$ cat src/rtl/edge_event_arbiter.sv
// -----------------------------------------------------------------------------
// edge_event_arbiter
//
// Watches N single-bit signals, detects a per-channel configurable edge type,
// latches each detected edge as a pending event and grants pending events
// round-robin, one at a time, onto a single valid/ready event port. Events
// that cannot be latched because the channel already holds a pending event
// set a sticky per-channel overflow flag.
//
// Ports:
//   clk        system clock, all state updates on posedge
//   rst        asynchronous active-high reset
//   signal     N monitored signals, synchronous to clk
//   mode       2N per-channel edge select [2i+1:2i]:
//              00 off, 01 rising, 10 falling, 11 both
//   evt_ready  consumer accepts the presented event this cycle
//   evt_valid  event present on evt_id / evt_rise
//   evt_id     channel index of the presented event
//   evt_rise   1 = rising edge, 0 = falling edge
//   overflow   sticky per-channel lost-event flag
//   ovf_clr    per-channel clear for overflow (a same-cycle set wins)
// -----------------------------------------------------------------------------
module edge_event_arbiter #(
    parameter int N    = 4,
    parameter int ID_W = 2
) (
    input  logic              clk,
    input  logic              rst,
    input  logic [N-1:0]      signal,
    input  logic [2*N-1:0]    mode,
    input  logic              evt_ready,
    output logic              evt_valid,
    output logic [ID_W-1:0]   evt_id,
    output logic              evt_rise,
    output logic [N-1:0]      overflow,
    input  logic [N-1:0]      ovf_clr
);

    logic [N-1:0]    sig_prev_q, sig_prev_d;
    logic            primed_q,   primed_d;
    logic [N-1:0]    pend_q,     pend_d;
    logic [N-1:0]    pdir_q,     pdir_d;
    logic [ID_W-1:0] ptr_q,      ptr_d;
    logic            evt_valid_q, evt_valid_d;
    logic [ID_W-1:0] evt_id_q,    evt_id_d;
    logic            evt_rise_q,  evt_rise_d;
    logic [N-1:0]    overflow_q,  overflow_d;

    logic [N-1:0]    enabled_s;
    logic [N-1:0]    rise_s;
    logic [N-1:0]    fall_s;
    logic [N-1:0]    cand_s;
    logic            found_s;
    logic [ID_W-1:0] win_s;
    logic            load_s;
    logic            grant_s;

    // Per-channel edge detection, qualified by mode and by the primed flag so
    // inputs that are already high when reset releases never look like edges.
    always_comb begin
        enabled_s = '0;
        rise_s    = '0;
        fall_s    = '0;
        for (int i = 0; i < N; i++) begin
            enabled_s[i] = mode[2*i] | mode[2*i+1];
            rise_s[i]    = primed_q & signal[i] & ~sig_prev_q[i] & mode[2*i];
            fall_s[i]    = primed_q & ~signal[i] & sig_prev_q[i] & mode[2*i+1];
        end
    end

    // Round-robin search: first pending, still-enabled channel at or after ptr.
    always_comb begin
        cand_s  = pend_q & enabled_s;
        found_s = 1'b0;
        win_s   = '0;
        for (int k = 0; k < N; k++) begin
            if (!found_s && cand_s[(int'(ptr_q) + k) % N]) begin
                found_s = 1'b1;
                win_s   = ID_W'((int'(ptr_q) + k) % N);
            end else begin
                found_s = found_s;
            end
        end
    end

    // Next-state logic for the output skid stage, pending events and overflow.
    always_comb begin
        load_s      = ~evt_valid_q | evt_ready;
        grant_s     = load_s & found_s;
        evt_valid_d = evt_valid_q;
        evt_id_d    = evt_id_q;
        evt_rise_d  = evt_rise_q;
        ptr_d       = ptr_q;
        pend_d      = pend_q;
        pdir_d      = pdir_q;
        overflow_d  = overflow_q;
        sig_prev_d  = signal;
        primed_d    = 1'b1;

        if (grant_s) begin
            evt_valid_d = 1'b1;
            evt_id_d    = win_s;
            evt_rise_d  = pdir_q[win_s];
            ptr_d       = (win_s == ID_W'(N - 1)) ? '0 : win_s + ID_W'(1);
        end else if (load_s) begin
            evt_valid_d = 1'b0;
        end else begin
            evt_valid_d = evt_valid_q;
        end

        for (int i = 0; i < N; i++) begin
            if (!enabled_s[i]) begin
                pend_d[i] = 1'b0;
            end else if (grant_s && (win_s == ID_W'(i))) begin
                // Channel leaves for the output this cycle, so a fresh edge
                // can take its slot without being counted as lost.
                pend_d[i] = rise_s[i] | fall_s[i];
                pdir_d[i] = (rise_s[i] | fall_s[i]) ? rise_s[i] : pdir_q[i];
            end else if (rise_s[i] | fall_s[i]) begin
                if (pend_q[i]) begin
                    pend_d[i] = pend_q[i];
                end else begin
                    pend_d[i] = 1'b1;
                    pdir_d[i] = rise_s[i];
                end
            end else begin
                pend_d[i] = pend_q[i];
            end

            // Drop detection: set has priority over firmware clear.
            if (enabled_s[i] && pend_q[i] && (rise_s[i] | fall_s[i]) &&
                !(grant_s && (win_s == ID_W'(i)))) begin
                overflow_d[i] = 1'b1;
            end else if (ovf_clr[i]) begin
                overflow_d[i] = 1'b0;
            end else begin
                overflow_d[i] = overflow_q[i];
            end
        end
    end

    // State registers with asynchronous active-high reset.
    always_ff @(posedge clk or posedge rst) begin
        if (rst) begin
            sig_prev_q  <= '0;
            primed_q    <= 1'b0;
            pend_q      <= '0;
            pdir_q      <= '0;
            ptr_q       <= '0;
            evt_valid_q <= 1'b0;
            evt_id_q    <= '0;
            evt_rise_q  <= 1'b0;
            overflow_q  <= '0;
        end else begin
            sig_prev_q  <= sig_prev_d;
            primed_q    <= primed_d;
            pend_q      <= pend_d;
            pdir_q      <= pdir_d;
            ptr_q       <= ptr_d;
            evt_valid_q <= evt_valid_d;
            evt_id_q    <= evt_id_d;
            evt_rise_q  <= evt_rise_d;
            overflow_q  <= overflow_d;
        end
    end

    assign evt_valid = evt_valid_q;
    assign evt_id    = evt_id_q;
    assign evt_rise  = evt_rise_q;
    assign overflow  = overflow_q;

endmodule
$ cat config.mk
export PLATFORM = sky130hd
export DESIGN_NAME = edge_event_arbiter
export DESIGN_NICKNAME = d
export VERILOG_FILES = /design/src/rtl/edge_event_arbiter.sv
export SDC_FILE = /design/constraint.sdc
export NUM_CORES = 1
export LEC_CHECK = 0
export ABC_CLOCK_PERIOD_IN_PS = 4540
export CORE_AREA = 2 2 70 65
export CTS_CLUSTER_DIAMETER = 120
export DETAILED_ROUTE_END_ITERATION = 7
export DIE_AREA = 0 0 72 67
export GPL_ROUTABILITY_DRIVEN = 0
export SYNTH_ARGS = -nofsm -noshare
export SYNTH_HDL_FRONTEND = slang
export SYNTH_SLANG_ARGS = --single-unit
$ cat constraint.sdc
create_clock -name clk -period 4.54 [get_ports clk]
set_input_delay 0.908 -clock clk [delete_from_list [all_inputs] [get_ports clk]]
set_output_delay 0.908 -clock clk [all_outputs]
set_load 0.1 [all_outputs]
==> results of run 1 <==
## power by group through the flow
| stage | combinational [mW] | clock [mW] | sequential, mW |
|---|---|---|---|
| 5_1_grt | 0.549 | 0.141 | 0.328 |
| 3_3_place_gp | 0.490 | 0 | 0.320 |
| 2_1_floorplan | 0.233 | 0 | 0.460 |
| 4_1_cts | 0.500 | 0.136 | 0.319 |
| 3_5_place_dp | 0.498 | 0 | 0.323 |
| 6_report | 0.501 | 0.131 | 0.319 |
## layer usage
metal	part of all wire, %	GRT usage [%]
met3	4.3	2.87
met5	0	0
met2	47	20.8
met1	46	15.7
met4	2.2	5.42
## worst min path at each step
stage / from / to / slack [ns] / depth (start not counted)
floorplan: pdir_q[3]$_DFFE_PP0P_ / pdir_q[3]$_DFFE_PP0P_ / 0.47 / 2
global placement: evt_id[0]$_DFFE_PP0P_ / evt_id[0]$_DFFE_PP0P_ / 0.46 / 1
detailed placement: evt_id[0]$_DFFE_PP0P_ / evt_id[0]$_DFFE_PP0P_ / 0.48 / 1
CTS: evt_id[0]$_DFFE_PP0P_ / evt_id[0]$_DFFE_PP0P_ / 0.50 / 1
global route: evt_id[0]$_DFFE_PP0P_ / evt_id[0]$_DFFE_PP0P_ / 0.52 / 1
finish: evt_id[1]$_DFFE_PP0P_ / evt_id[1]$_DFFE_PP0P_ / 0.49 / 2
## worst reg2reg max path, cell delays in order (launching register included)
cell and delay [ns]:
sky130_fd_sc_hd__dfrtp_1 0.48, sky130_fd_sc_hd__o211ai_1 0.19, sky130_fd_sc_hd__and3b_1 0.24, sky130_fd_sc_hd__o22ai_2 0.30, sky130_fd_sc_hd__inv_1 0.15, sky130_fd_sc_hd__ha_1 0.22
sky130_fd_sc_hd__a21boi_1 0.27, sky130_fd_sc_hd__o21ai_0 0.13, sky130_fd_sc_hd__o21ai_0 0.08
## cell usage in the layout, fill, tap and decap left out, types with 3 or more instances in the layout
master / count
sky130_fd_sc_hd__nand2_1: 22
sky130_fd_sc_hd__inv_1: 9
sky130_fd_sc_hd__clkbuf_8: 3
sky130_fd_sc_hd__nor2_1: 8
sky130_fd_sc_hd__and3b_1: 6
sky130_fd_sc_hd__ha_1: 4
sky130_fd_sc_hd__a21boi_2: 3
sky130_fd_sc_hd__clkdlybuf4s50_1: 26
sky130_fd_sc_hd__a21bo_2: 3
sky130_fd_sc_hd__o21ai_1: 3
sky130_fd_sc_hd__dfrtp_1: 23
sky130_fd_sc_hd__nand2b_1: 3
sky130_fd_sc_hd__o21ai_0: 22
sky130_fd_sc_hd__o21a_1: 3
## cell families (layout without fill, tap and decap cells)
| logic type | after synthesis | after routing | synth area share (%) |
|---|---|---|---|
| adders and majority gates | 4 | 4 | 4.04 |
| and+or+nand+nor | 45 | 45 | 18.0 |
| AOI/OAI and AO/OA | 49 | 49 | 28.5 |
| buffers and inverters | 9 | 39 | 2.73 |
| other | 1 | 1 | 0.303 |
| DFF | 23 | 23 | 46.5 |
## layout make-up
class,instances,area [um^2],share of cell area [%]
Clock buffer,3,41.3,2.57
Clock inverter,1,5.00,0.312
Inverter,9,33.8,2.10
Multi-Input combinational cell,99,629,39.2
Sequential cell,23,576,35.9
Tap cell,48,60.1,3.74
Timing Repair Buffer,26,260,16.2
## flip-flops by register name, summed over array words and instances, names as in the netlist
register	flops
primed_q	1
pend_q	4
evt_rise	1
evt_id	2
sig_prev_q	4
ptr_q	2
overflow	4
evt_valid	1
pdir_q	4
## stage by stage
step	util [%]	cells	total power, mW
floorplan	-	131	0.694
global placement	38.5	205	0.810
detailed placement	38.5	205	0.820
CTS	39.7	209	0.955
global route	39.7	209	1.02
finish	39.7	209	0.950
==> results list, run 1 <==
* Worst setup margin: 1.69 ns
- Buffers placed on the I/O ports in this run total 26.
- Hold Fails Final Rpt: 0
- In this run the mean area of a mapped cell was around 9.5 um^2.
- The tree is rooted in a sky130_fd_sc_hd__clkbuf_8.
- Detailed placement HPWL: 2.02 mm
- Number of warning messages in the yosys log: 0
- For the final routed database, the setup TNS stands at 0 ns.
- For the worst-skew pair, the clock arrives at the later sink with an insertion delay of 0.27 ns.
* Sum of buffers and inverters on the critical path: 2
- End of the worst register-to-register path: pdir_q[3]$_DFFE_PP0P_
- Summed over all instances, the cell type with the most area after synthesis is sky130_fd_sc_hd__dfrtp_1.
* Die outline width: between 70 and 80 um
* Flop2flop setup slack: 2.40 ns
- Total vias in the final route: around 1100
* Capture point of the worst path: pdir_q[3]$_DFFE_PP0P_
* Startpoint of the worst register-to-register path: ptr_q[1]$_DFFE_PP0P_
* Total leakage power: just under 0.7 nW
- In this run the worst path has a maximum fanout of 7.
- Detail-routed via count per cell: 5.09
- Path type of the worst setup path: in -> reg
- Final worst-path cycle share: 62.8%
- Number of flops mapped to enable cells by yosys: 0
- The max-slew violation count was 0.
- Total of hold buffers inserted after clock tree synthesis: 0
- Pin placement for this block handled 27 I/O pins.
- After floorplanning, the core was divided into 22 placement rows.
- Timing would allow up to 0.351 GHz.
- Ranking of synthesized cells by instance count: sky130_fd_sc_hd__dfrtp_1 (23), sky130_fd_sc_hd__nand2_1 (22), sky130_fd_sc_hd__o21ai_0 (22), sky130_fd_sc_hd__inv_1 (9), sky130_fd_sc_hd__nor2_1 (8)
- Fillcell total: 408
- Die Span Y: 67 um
- The critical path runs through a total of 9 cells.
* Post-synth top flop: sky130_fd_sc_hd__dfrtp_1
* Count of nets after finishing: 185
- The most critical setup path has its startpoint at mode[5].
- For the pin with the worst max-slew slack, the measured transition is 0.967 ns.
- Antenna violations before repair: 0
- Yosys instantiated no cell more often than sky130_fd_sc_hd__dfrtp_1.
- Sequential elements use a little under half of the synthesized area.
- In the post-synthesis netlist, the biggest area contributors are sky130_fd_sc_hd__dfrtp_1 (46%), sky130_fd_sc_hd__o21ai_0 (8.9%), sky130_fd_sc_hd__nand2_1 (6.7%), sky130_fd_sc_hd__and3b_1 (4.2%), sky130_fd_sc_hd__ha_1 (4.0%).
- STA classifies the critical path startpoint as a primary input.
* Shortest clock period the worst path allows after layout: 2.85 ns
* Post-Route Hold Slack: 0.486 ns
- The post-route netlist has 9.94% of its cells at a drive strength greater than 1.
- Critical Path End Type: register
- Number of setup buffers added after CTS: 0
* Fraction of synthesized cell area taken by the top area cell type: 46.5%
* Flip-flop and latch count after synthesis: 23
* Most common cell on crit path: sky130_fd_sc_hd__o21ai_0
* Detailed-route DRC error count: 0
- Detailed Routing Iterations Pass 1: 4
* Clk pwr share: roughly 14%
- Endpoints failing setup: 0
- The count of nets left with antenna violations once routing finished came out at 0.
- Counting every net in the synthesized netlist gives 154.
* Worst path slowest cell: sky130_fd_sc_hd__clkdlybuf4s50_1
- Data on the critical path is required at its endpoint by about 4.7 ns.
- Dividing the detail-routed wire length by the instance count gives 12.8 um.
- Summed instance area of the synthesized netlist: 1240 um^2
- Walking the worst path, the cells encountered are clkdlybuf4s50_1, o21ai_4, and3b_1, o22ai_2, inv_1, ha_1, a21boi_1, o21ai_0, o21ai_0.
- The internal power of the cells totals 0.495 mW.
* Clock Skews: 0.00151 ns
* Net Switching: 0.455 mW
- Sw Share: 47.9%
- Clock tree synthesis inserted a total of 3 buffers.
- Data on the critical path arrives at its endpoint at between 3 and 4 ns.
- The largest single stage delay on the critical path is 0.49 ns.
* Wire length reported by the detailed router: 2.69 mm
- Synth unique cells: 31
* Global-route usage over all layers: about an eighth
* Starting utilization of the core area: 30.6%
- Buffer depth of the longest clock path: 2
- The via count of the first global-routing pass is ~1100.
- Reg power frac: 33.6%
* Core area: approximately 4000 um^2
- In the synthesized netlist the async set-or-reset flop fraction comes to 100%.
- TritonCTS clock tree: yes
- The run finished with clean final reports.
* Count of instances resized after the clock tree is built: 0
* First DRT Iteration DRCs: 70
* Depth of the worst register-to-register path: 8
- From synthesis to final layout, the design area changed by 29.6%.
- Once placement finished, the instance area stood at 1560 um^2.
- Top cell family by delay on the critical path: compound AO/OA/AOI/OAI gates
* Non-Filler Cell Area, Final: 1610 um^2
* Worst vdd ir: 0.000222 V
- The first global-routing pass estimated 4.69 mm of wire.
- The number of antenna diodes in the final layout is 0.
- Setup slack at placement: between 1 and 1.5 ns
- CTS built an H-tree with a depth of 1.
- For this run the aggregate overflow at the end of global routing stands at 0.
- Combinational cell fraction of total power: 52.7%
* Die outline area: 4820 um^2
- Entering global routing, the biggest net connects 24 pins.
- Post-Syn Instances: ~130
* TritonCTS Sinks: 23
- Clock-pin slew was measured on the worst setup and hold paths at 0.08 ns.
- In this run the tightest slew margin relative to its limit is 35.4%.
* RSZ-0062 raised after global routing: no
- Maximum capacitance violations: 0
- Dividing total power by cell area gives a power density of 592 nW/um^2.
- Hold crit path type: reg -> reg
No activity file was read; power rests on OpenSTA's default activity.
==> run 2: changes to the inputs <==
ABC_CLOCK_PERIOD_IN_PS = 2700   (was 4540)
clock period = 2.7 ns   (was 4.54 ns; I/O delays follow)
==> results list, run 2 (synthesized netlist as in run 1, its figures left out) <==
* Count of instances resized after the clock tree is built: 0
- Compared with the post-synthesis result, the final layout area differs by 29.7%.
- Routed wire length per instance: approximately 12 um
- The tool flagged a number of max-cap violations equal to 0.
* Count of nets after finishing: roughly 190
- Worst setup margin: roughly 0.29 ns
* Detailed-route DRC error count: 0
- Clock latency on the worst-skew pair: between 0.2 and 0.3 ns
* Most frequent cells in the layout: sky130_fd_sc_hd__dfrtp_1 (23), sky130_fd_sc_hd__o21ai_0 (22), sky130_fd_sc_hd__nand2_1 (22)
- Data arrives at the worst endpoint at 2.60 ns.
- At the worst endpoint, the required time is 2.89 ns.
- Starting utilization of the core area: 30.6%
* Clock-pin transition on the worst setup and hold timing paths: about 0.080 ns
- Launching element type of the critical path: primary input
- Max Transition Viols Final: 0
- Timing would allow up to 0.415 GHz.
- Cells with a size suffix above 1 make up approximately 16% of the layout.
* Number of global-route vias before repair: 1049
- The detailed router placed 1034 vias in this run.
* Detailed Routing Iterations Pass 1: 4
- Setup violations remaining at the end of the flow were counted as 0.
- Detailed placement HPWL: 2.02 mm
* I/O pin count: 27
* Max_slew headroom: 52.5%
- Non-Filler Cell Area, Final: 1610 um^2
- TritonCTS Sinks: 23
* Buffer depth of the longest clock path: 2
- Across all hold checks on the routed design, the worst slack comes to 0.481 ns.
* ANT cells: 0
- The largest single stage delay on the critical path is 0.52 ns.
- Worst vdd ir: 0.000368 V
- Buffers placed on the I/O ports in this run total 26.
- Number of setup buffers added after CTS: 0
* Largest net degree at the start of global routing: 24
- The number of antenna violations at the first check in global routing is 0.
* Status: completed
- Global-route usage over all layers: 11.8%
* CTS root buffer: sky130_fd_sc_hd__clkbuf_8
* Shortest clock period the worst path allows after layout: roughly 2.4 ns
* Power per unit of standard cell area: ~990 nW/um^2
* Power Total: roughly 1.6 mW
* Total of hold buffers inserted after clock tree synthesis: 0
- On the final layout, the worst clock skew is 0.00261 ns.
* Final-layout setup total negative slack: 0 ns
- The detail route stage leaves a number of antenna-violating nets equal to 0.
- Die Span Y: 67 um
- Most frequent standard cell in the layout excluding fill and tap cells: sky130_fd_sc_hd__dfrtp_1
* Total CTS buffers: 3
* Wire length of the first global-routing pass: around 4.3 mm
- Cells traversed along the worst timing path: clkdlybuf4s50_1, o21ai_1, o22ai_1, a211o_1, inv_1, ha_1, a21boi_2, a21bo_2, o21ai_0
* Std-Cell Rows: 22
- The core region is 4050 um^2.
* Critical Path End Type: register
* Path type of the worst setup path: in -> reg
* Total leakage power: 0.714 nW
- Of all nets on the critical path, the largest fanout is 6.
- Die outline width: 72 um
* Final worst-path cycle share: about nine tenths
- The floorplan step defined a die boundary enclosing between 4000 and 5000 um^2.
- Detail-routed via count per cell: 4.88
- The final hold violation count is 0.
* Transition at the pin with the smallest max-transition slack: roughly 0.69 ns
* TritonCTS clock tree: yes
- In this run the number of H-tree levels came out at 1.
- Setup slack at placement: 0.0527 ns
- Flop2flop setup slack: 0.53 ns
- Hold crit path type: reg -> reg
- Wire length reported by the detailed router: between 2 and 3 mm
- Among all stages on the critical path, the largest delay is contributed by sky130_fd_sc_hd__clkdlybuf4s50_1.
- The detailed router finished its first iteration with 63 violations.
- Placement-stage cell area: 1560 um^2
- Setup repair after global routing left no endpoint under its margin.
* Fillcell total: 405
* Overflow left after global routing: 0
-- run 2: critical path, delay by kind of cell --
kind,cells,cell delay (ns)
adder cells (fa/ha/maj),1,0.22
AO/OA/AOI/OAI,6,1.20
buffers and inverters,2,0.63
-- run 2: path summary, 6_finish.rpt --
check / from / cells after the start / end
max in group asynchronous: rst / 3 / evt_rise$_DFFE_PP0P_
setup reg to reg: ptr_q[1]$_DFFE_PP0P_ / 8 / overflow[1]$_DFFE_PP0P_
setup / recovery: mode[1] / 9 / overflow[1]$_DFFE_PP0P_
hold reg to reg: evt_id[1]$_DFFE_PP0P_ / 2 / evt_id[1]$_DFFE_PP0P_
min in group asynchronous: rst / 3 / sig_prev_q[1]$_DFF_PP0_
hold / removal: evt_id[1]$_DFFE_PP0P_ / 2 / evt_id[1]$_DFFE_PP0P_
-- run 2: routing by layer --
| layer | global-route usage, % | routed length (um) |
|---|---|---|
| met1 | 13.6 | 1190 |
| met2 | 21.1 | 1250 |
| met3 | 2.12 | 67 |
| met4 | 5.66 | 27 |
| met5 | 0 | 0 |
-- run 2: metrics by stage --
step	std cells	util, %
after CTS	212	39.7
after floorplan	131	-
after global placement	208	38.6
final	212	39.7
after global routing	212	39.7
after detailed placement	208	38.6
-- run 2: cell type report --
type                            instances  area, um^2  share of cell area (%)
Sequential cell                        23         576                    35.8
Inverter                                9        33.8                    2.10
Clock buffer                            4        45.0                    2.80
Tap cell                               48        60.1                    3.74
Timing Repair Buffer                   29         263                    16.4
Multi-Input combinational cell         99         629                    39.2
-- run 2: where the power goes --
part	switching, mW	leakage (nW)	total [mW]	internal (mW)
Combinational	0.565	0.413	0.850	0.286
Sequential	0.0804	0.278	0.533	0.452
Clock	0.106	0.0228	0.211	0.105
